## src/rtl/apu_reg_writer_pkg.sv

```systemverilog
// Shared definitions for the APU register writer: register offsets, toggle indices,
// FSM encoding and address decode helpers.
package apu_reg_writer_pkg;

  localparam int unsigned NUM_REGS = 24;
  localparam int unsigned REG_W    = 8;
  localparam int unsigned BANK_W   = NUM_REGS * REG_W;
  localparam int unsigned RC_W     = 4;

  localparam logic [7:0] ADDR_4000 = 8'h00;
  localparam logic [7:0] ADDR_4003 = 8'h03;
  localparam logic [7:0] ADDR_4007 = 8'h07;
  localparam logic [7:0] ADDR_400B = 8'h0B;
  localparam logic [7:0] ADDR_400F = 8'h0F;
  localparam logic [7:0] ADDR_4017 = 8'h17;

  localparam int unsigned RC_PULSE1   = 0;
  localparam int unsigned RC_PULSE2   = 1;
  localparam int unsigned RC_TRIANGLE = 2;
  localparam int unsigned RC_NOISE    = 3;

  // Bit n set when register $4000+n exists ($09, $0D, $14, $16 are holes)
  localparam logic [NUM_REGS-1:0] ADDR_VALID_MASK = 24'hAFDDFF;

  typedef enum logic {
    ST_ADDR = 1'b0,
    ST_DATA = 1'b1
  } state_t;

  function automatic logic addr_valid(input logic [7:0] addr);
    logic ok;
    ok = 1'b0;
    if (addr < 8'(NUM_REGS)) ok = ADDR_VALID_MASK[addr[4:0]];
    return ok;
  endfunction

  // Length/reload registers sit at $03/$07/$0B/$0F; bits [3:2] select the channel
  function automatic logic is_reload(input logic [7:0] addr);
    return (addr[7:4] == 4'h0) && (addr[1:0] == 2'b11);
  endfunction

endpackage

```

## src/rtl/apu_reg_writer_byte_timeout.sv

```systemverilog
// Inter-byte idle counter: cleared on frame start, counts enabled cycles and
// flags the cycle in which the count sits at TIMEOUT-1.
module byte_timeout #(
  parameter int unsigned TIMEOUT   = 8192,
  parameter int unsigned TIMEOUT_W = 14
) (
  input  logic clk,
  input  logic rst,
  input  logic clr,
  input  logic en,
  output logic expired_c
);

  localparam logic [TIMEOUT_W-1:0] LAST = TIMEOUT_W'(TIMEOUT - 1);

  logic [TIMEOUT_W-1:0] cnt_q;

  // Saturates at LAST so a stale count never wraps back into range
  always_ff @(posedge clk) begin
    if (rst) begin
      cnt_q <= '0;
    end else if (clr) begin
      cnt_q <= '0;
    end else if (en && (cnt_q != LAST)) begin
      cnt_q <= cnt_q + TIMEOUT_W'(1);
    end
  end

  assign expired_c = en && (cnt_q == LAST);

endmodule

```

## src/rtl/apu_reg_writer.sv

```systemverilog
// Decodes {address, data} byte pairs from the UART into the $4000-$4017 register bank
// and emits per-channel reload toggles.
module apu_reg_writer
  import apu_reg_writer_pkg::*;
#(
  parameter int unsigned TIMEOUT   = 8192,
  parameter int unsigned TIMEOUT_W = 14
) (
  input  logic                clk,
  input  logic                rst,
  input  logic [7:0]          rx_data,
  input  logic                rx_valid,
  output logic [BANK_W-1:0]   apu_regs,
  output logic [RC_W-1:0]     reg_change,
  output logic                wr_strobe,
  output logic                frame_err
);

  state_t     state_q, state_d;
  logic [7:0] addr_q, addr_d;
  logic       wr_c, err_c;
  logic       tmo_clr_c, tmo_en_c, expired_c;

  assign tmo_clr_c = (state_q == ST_ADDR) && rx_valid;
  assign tmo_en_c  = (state_q == ST_DATA) && !rx_valid;

  byte_timeout #(
    .TIMEOUT   (TIMEOUT),
    .TIMEOUT_W (TIMEOUT_W)
  ) u_timeout (
    .clk       (clk),
    .rst       (rst),
    .clr       (tmo_clr_c),
    .en        (tmo_en_c),
    .expired_c (expired_c)
  );

  // Frame decode; rx_valid takes priority over an expiring timeout
  always_comb begin
    state_d = state_q;
    addr_d  = addr_q;
    wr_c    = 1'b0;
    err_c   = 1'b0;
    case (state_q)
      ST_ADDR: begin
        if (rx_valid) begin
          addr_d  = rx_data;
          state_d = ST_DATA;
        end
      end
      ST_DATA: begin
        if (rx_valid) begin
          if (addr_valid(addr_q)) wr_c = 1'b1;
          else                    err_c = 1'b1;
          state_d = ST_ADDR;
        end else if (expired_c) begin
          err_c   = 1'b1;
          state_d = ST_ADDR;
        end
      end
      default: state_d = ST_ADDR;
    endcase
  end

  always_ff @(posedge clk) begin
    if (rst) begin
      state_q    <= ST_ADDR;
      addr_q     <= '0;
      apu_regs   <= '0;
      reg_change <= '0;
      wr_strobe  <= 1'b0;
      frame_err  <= 1'b0;
    end else begin
      state_q   <= state_d;
      addr_q    <= addr_d;
      wr_strobe <= wr_c;
      frame_err <= err_c;
      if (wr_c) begin
        apu_regs[{addr_q[4:0], 3'b000} +: REG_W] <= rx_data;
        if (is_reload(addr_q)) reg_change[addr_q[3:2]] <= ~reg_change[addr_q[3:2]];
      end
    end
  end

endmodule

```

## config.mk

```make
export PLATFORM = sky130hd
export DESIGN_NAME = apu_reg_writer
export DESIGN_NICKNAME = d
export VERILOG_FILES = /design/src/rtl/apu_reg_writer_pkg.sv /design/src/rtl/apu_reg_writer_byte_timeout.sv /design/src/rtl/apu_reg_writer.sv
export SDC_FILE = /design/constraint.sdc
export NUM_CORES = 1
export LEC_CHECK = 0
export CORE_MARGIN = 2
export CORE_UTILIZATION = 35
export DETAILED_ROUTE_END_ITERATION = 7
export PLACE_DENSITY = 0.59
export SLEW_MARGIN = 20
export SYNTH_ARGS = -nofsm -noshare
export SYNTH_HDL_FRONTEND = slang
export SYNTH_SLANG_ARGS = --single-unit
```

## constraint.sdc

```tcl
create_clock -name clk -period 2.8 [get_ports clk]
set_clock_uncertainty 0.1 [all_clocks]
set_input_delay 0.28 -clock clk [delete_from_list [all_inputs] [get_ports clk]]
set_output_delay 0.28 -clock clk [all_outputs]
set_load 0.02 [all_outputs]
```

==> metrics.md <==
| Metric | Value |
|---|---|
| CTS tree | yes |
| Die area | ~27000 um^2 |
| Outcome | finished, final reports clean |
| Fin crit period | ~2600 ps |
| Share of the yosys chip area belonging to registers | 49.2% |
| Total number of vias | about 7400 |
| R2r setup slk | approximately 160 ps |
| Detailed Route WL | ~26000 um |
| FMAX | approximately 380 MHz |
| Synthesized net count | 951 |
| Post-DP HPWL | around 19000 um |
| Post-DP Area | approximately 12000 um^2 |
| Synth Register Bits | between 200 and 250 |
| Crit start category | flop |
| Syn avg cell area | roughly 9.7 um^2 |
| Max-slew violations | 0 |
| Setup CP Type | flop to flop |
| Yosys warnings | 0 |
| Mapped Cells | 935 |
| Final Cell Area | 12400 um^2 |
| # clock sinks | 222 |
| Min Hold Slack | approximately 200 ps |
| Post-synth EDFFs | 0 |
| Top fanout value on the critical path | 17 |
| Cts bufs inserted | 25 |
| Cell leakage power | 4.68 nW |
| Post-Synth Adder-Cell Area | less than 1% |
| Most numerous cell in the Yosys netlist | dfxtp_1 |
| Clock-pin slew on the worst setup and hold paths | ~60 ps |
| Routed WL per cell | 17.7 um |
| Relative slew slack | between 30% and 40% |
| Cell taking the most area after synthesis | dfxtp_1 |
| Area share of the largest cell type after synthesis | about half |
| Worst setup EP type | flop |
| Core area | roughly 25000 um^2 |
| Cell row count | 58 |
| RSZ-0062 raised after global routing | no |
| CTS max path bufs | 3 |
| Placed Cells | 1450 |
| DIE WIDTH | 165 um |
| Antenna Nets Post-Route | 0 |
| Pwr Total | between 6 and 7 mW |
| Initial antenna violation count | 0 |
| Via-to-Cell Ratio | about 5 |
| Finished Core Util | 49.1% |
| Ports | approximately 210 |
| Area share of and/or/nand/nor cells after synthesis | between 20% and 30% |
| Clk root buf | clkbuf_16 |
| Gr usage total | approximately a fifth |
| GP Congestion | just over 0.9 |
| Router iterations before antenna repair | 4 |
| Maxcap violations | 0 |
| Final Net Count | 1164 |
| Initial core utilization | a little over a third |
| Fin. Hold Viols | 0 |
| First-pass GRT wire length | between 40000 and 50000 um |
| Final worst slack | roughly 160 ps |
| Tcrit/Tclk final | a little over nine tenths |
| Clk_lat worst skew | just over 500 ps |
| Setup WS pre-CTS | 139 ps |
| Setup TNS | 0 ps |
| Compound-Gate Fraction of Synth Area | under 10% |
| Htree depth | 1 |
| Share of post-route cells with drive strength above 1 | slightly below 8% |
| Peak VDD IR | ~0.36 mV |
| CP required | ~3100 ps |
| Vias in the first global route | between 6000 and 7000 |
| Gr ovfl total | 0 |
| Setup Buffers After CTS | 0 |
| Mapped cell area | ~9000 um^2 |
| Ant diodes | 0 |
| Cts repair resizes | 0 |
| # hold bufs at CTS | 0 |
| Worst min path class | primary input to flop |
| Non-Filler Instances | around 1500 |
| Crit path DAT | between 2000 and 3000 ps |
| Die Y | 165 um |
| Port Buffers | between 200 and 250 |
| Pwr Density | 554 nW/um^2 |
| Top FF cell, synth | dfxtp_1 |
| Synth cell count leaders | dfxtp_1 (222), mux2i_1 (106), nand2b_1 (98) |
| Area grow syn2layout | 37.2% |
| Ranking of synthesized cells by area | dfxtp_1 (49%), mux2i_1 (12%), nand3b_1 (7.8%), nand2b_1 (6.8%), o21ai_0 (3.7%) |
| Async SR Flop Fraction | 0% |
| Largest family of logic cells by synthesized area | simple AND/OR/NAND/NOR gates |
| Unique cell type count in the Yosys netlist | 47 |
| Worst slew pin tran | about 990 ps |
| DRC | 0 |
| Post-synthesis mux area share | between 10% and 20% |
| Pin count of the biggest net entering global routing | 94 |
| DR iter-0 viols | ~500 |
| Synth Area in XOR/XNOR | about 1.2% |
| Final setup violation count | 0 |
flip-flops by register name (all words and copies together) (netlist names), named ones only:
signal	cells
reg_change	4
u_timeout.cnt_q	14
apu_regs	192
addr_q	8
frame_err	1
wr_strobe	1
state_q	1
power breakdown:
part	switching (mW)	internal (mW)	total, mW
Sequential	0.0180	3.17	3.19
Clock	1.27	2.00	3.27
Combinational	0.250	0.152	0.402
worst paths after layout:
check	startpoint	end	cells past startpoint
worst max-delay path	addr_q[2]	apu_regs[120]	6
worst min-delay path	rst	state_q	2
worst max register to register	addr_q[2]	apu_regs[120]	6
worst min register to register	addr_q[5]	addr_q[5]	2
routing by layer:
metal  part of all wire, %  track usage (%)  vias up
met1                    46             25.8     3505
met2                    47             31.2      190
met3                   5.2             2.99       29
met4                   1.7             4.55        0
li1                      -                -     3690
met5                     0                0        -
kinds of logic (layout without fill, tap and decap cells):
group | Yosys count | count (layout)
buf+inv | 65 | 295
fa+ha+maj | 5 | 5
xor+xnor | 12 | 12
mux | 106 | 106
simple gates | 393 | 393
compound gates | 132 | 132
flops | 222 | 222
critical path, stage by stage, from the launching register on:
cell and delay (ps):
dfxtp_1 700, or3_1 330, nor2b_1 380, buf_4 210, o2111ai_2 440, nand3b_1 250
o31ai_1 90
layout by cell type (no fill, tap or decap), drive strengths merged, types with 9 or more instances in the layout:
master and n:
a21oi 12, buf 38, clkbuf 37, clkdlybuf4s50 207, dfxtp 222, mux2i 106, nand2 59, nand2b 98
nand3 24, nand3b 94, nor2 48, nor2b 10, nor3 18, nor4 9, o211ai 10, o21ai 94
area by class of cell:
type                    count  area [um^2]
fillers                  2381        12900
flip-flops and latches    222         4440
multi-input cells         648         4330
repair buffers            245         2360
clock buffers              37          741
well taps                 330          413
clock inverters             7         85.1
inverters                   6         22.5
No activity file was read; power rests on OpenSTA's default activity.
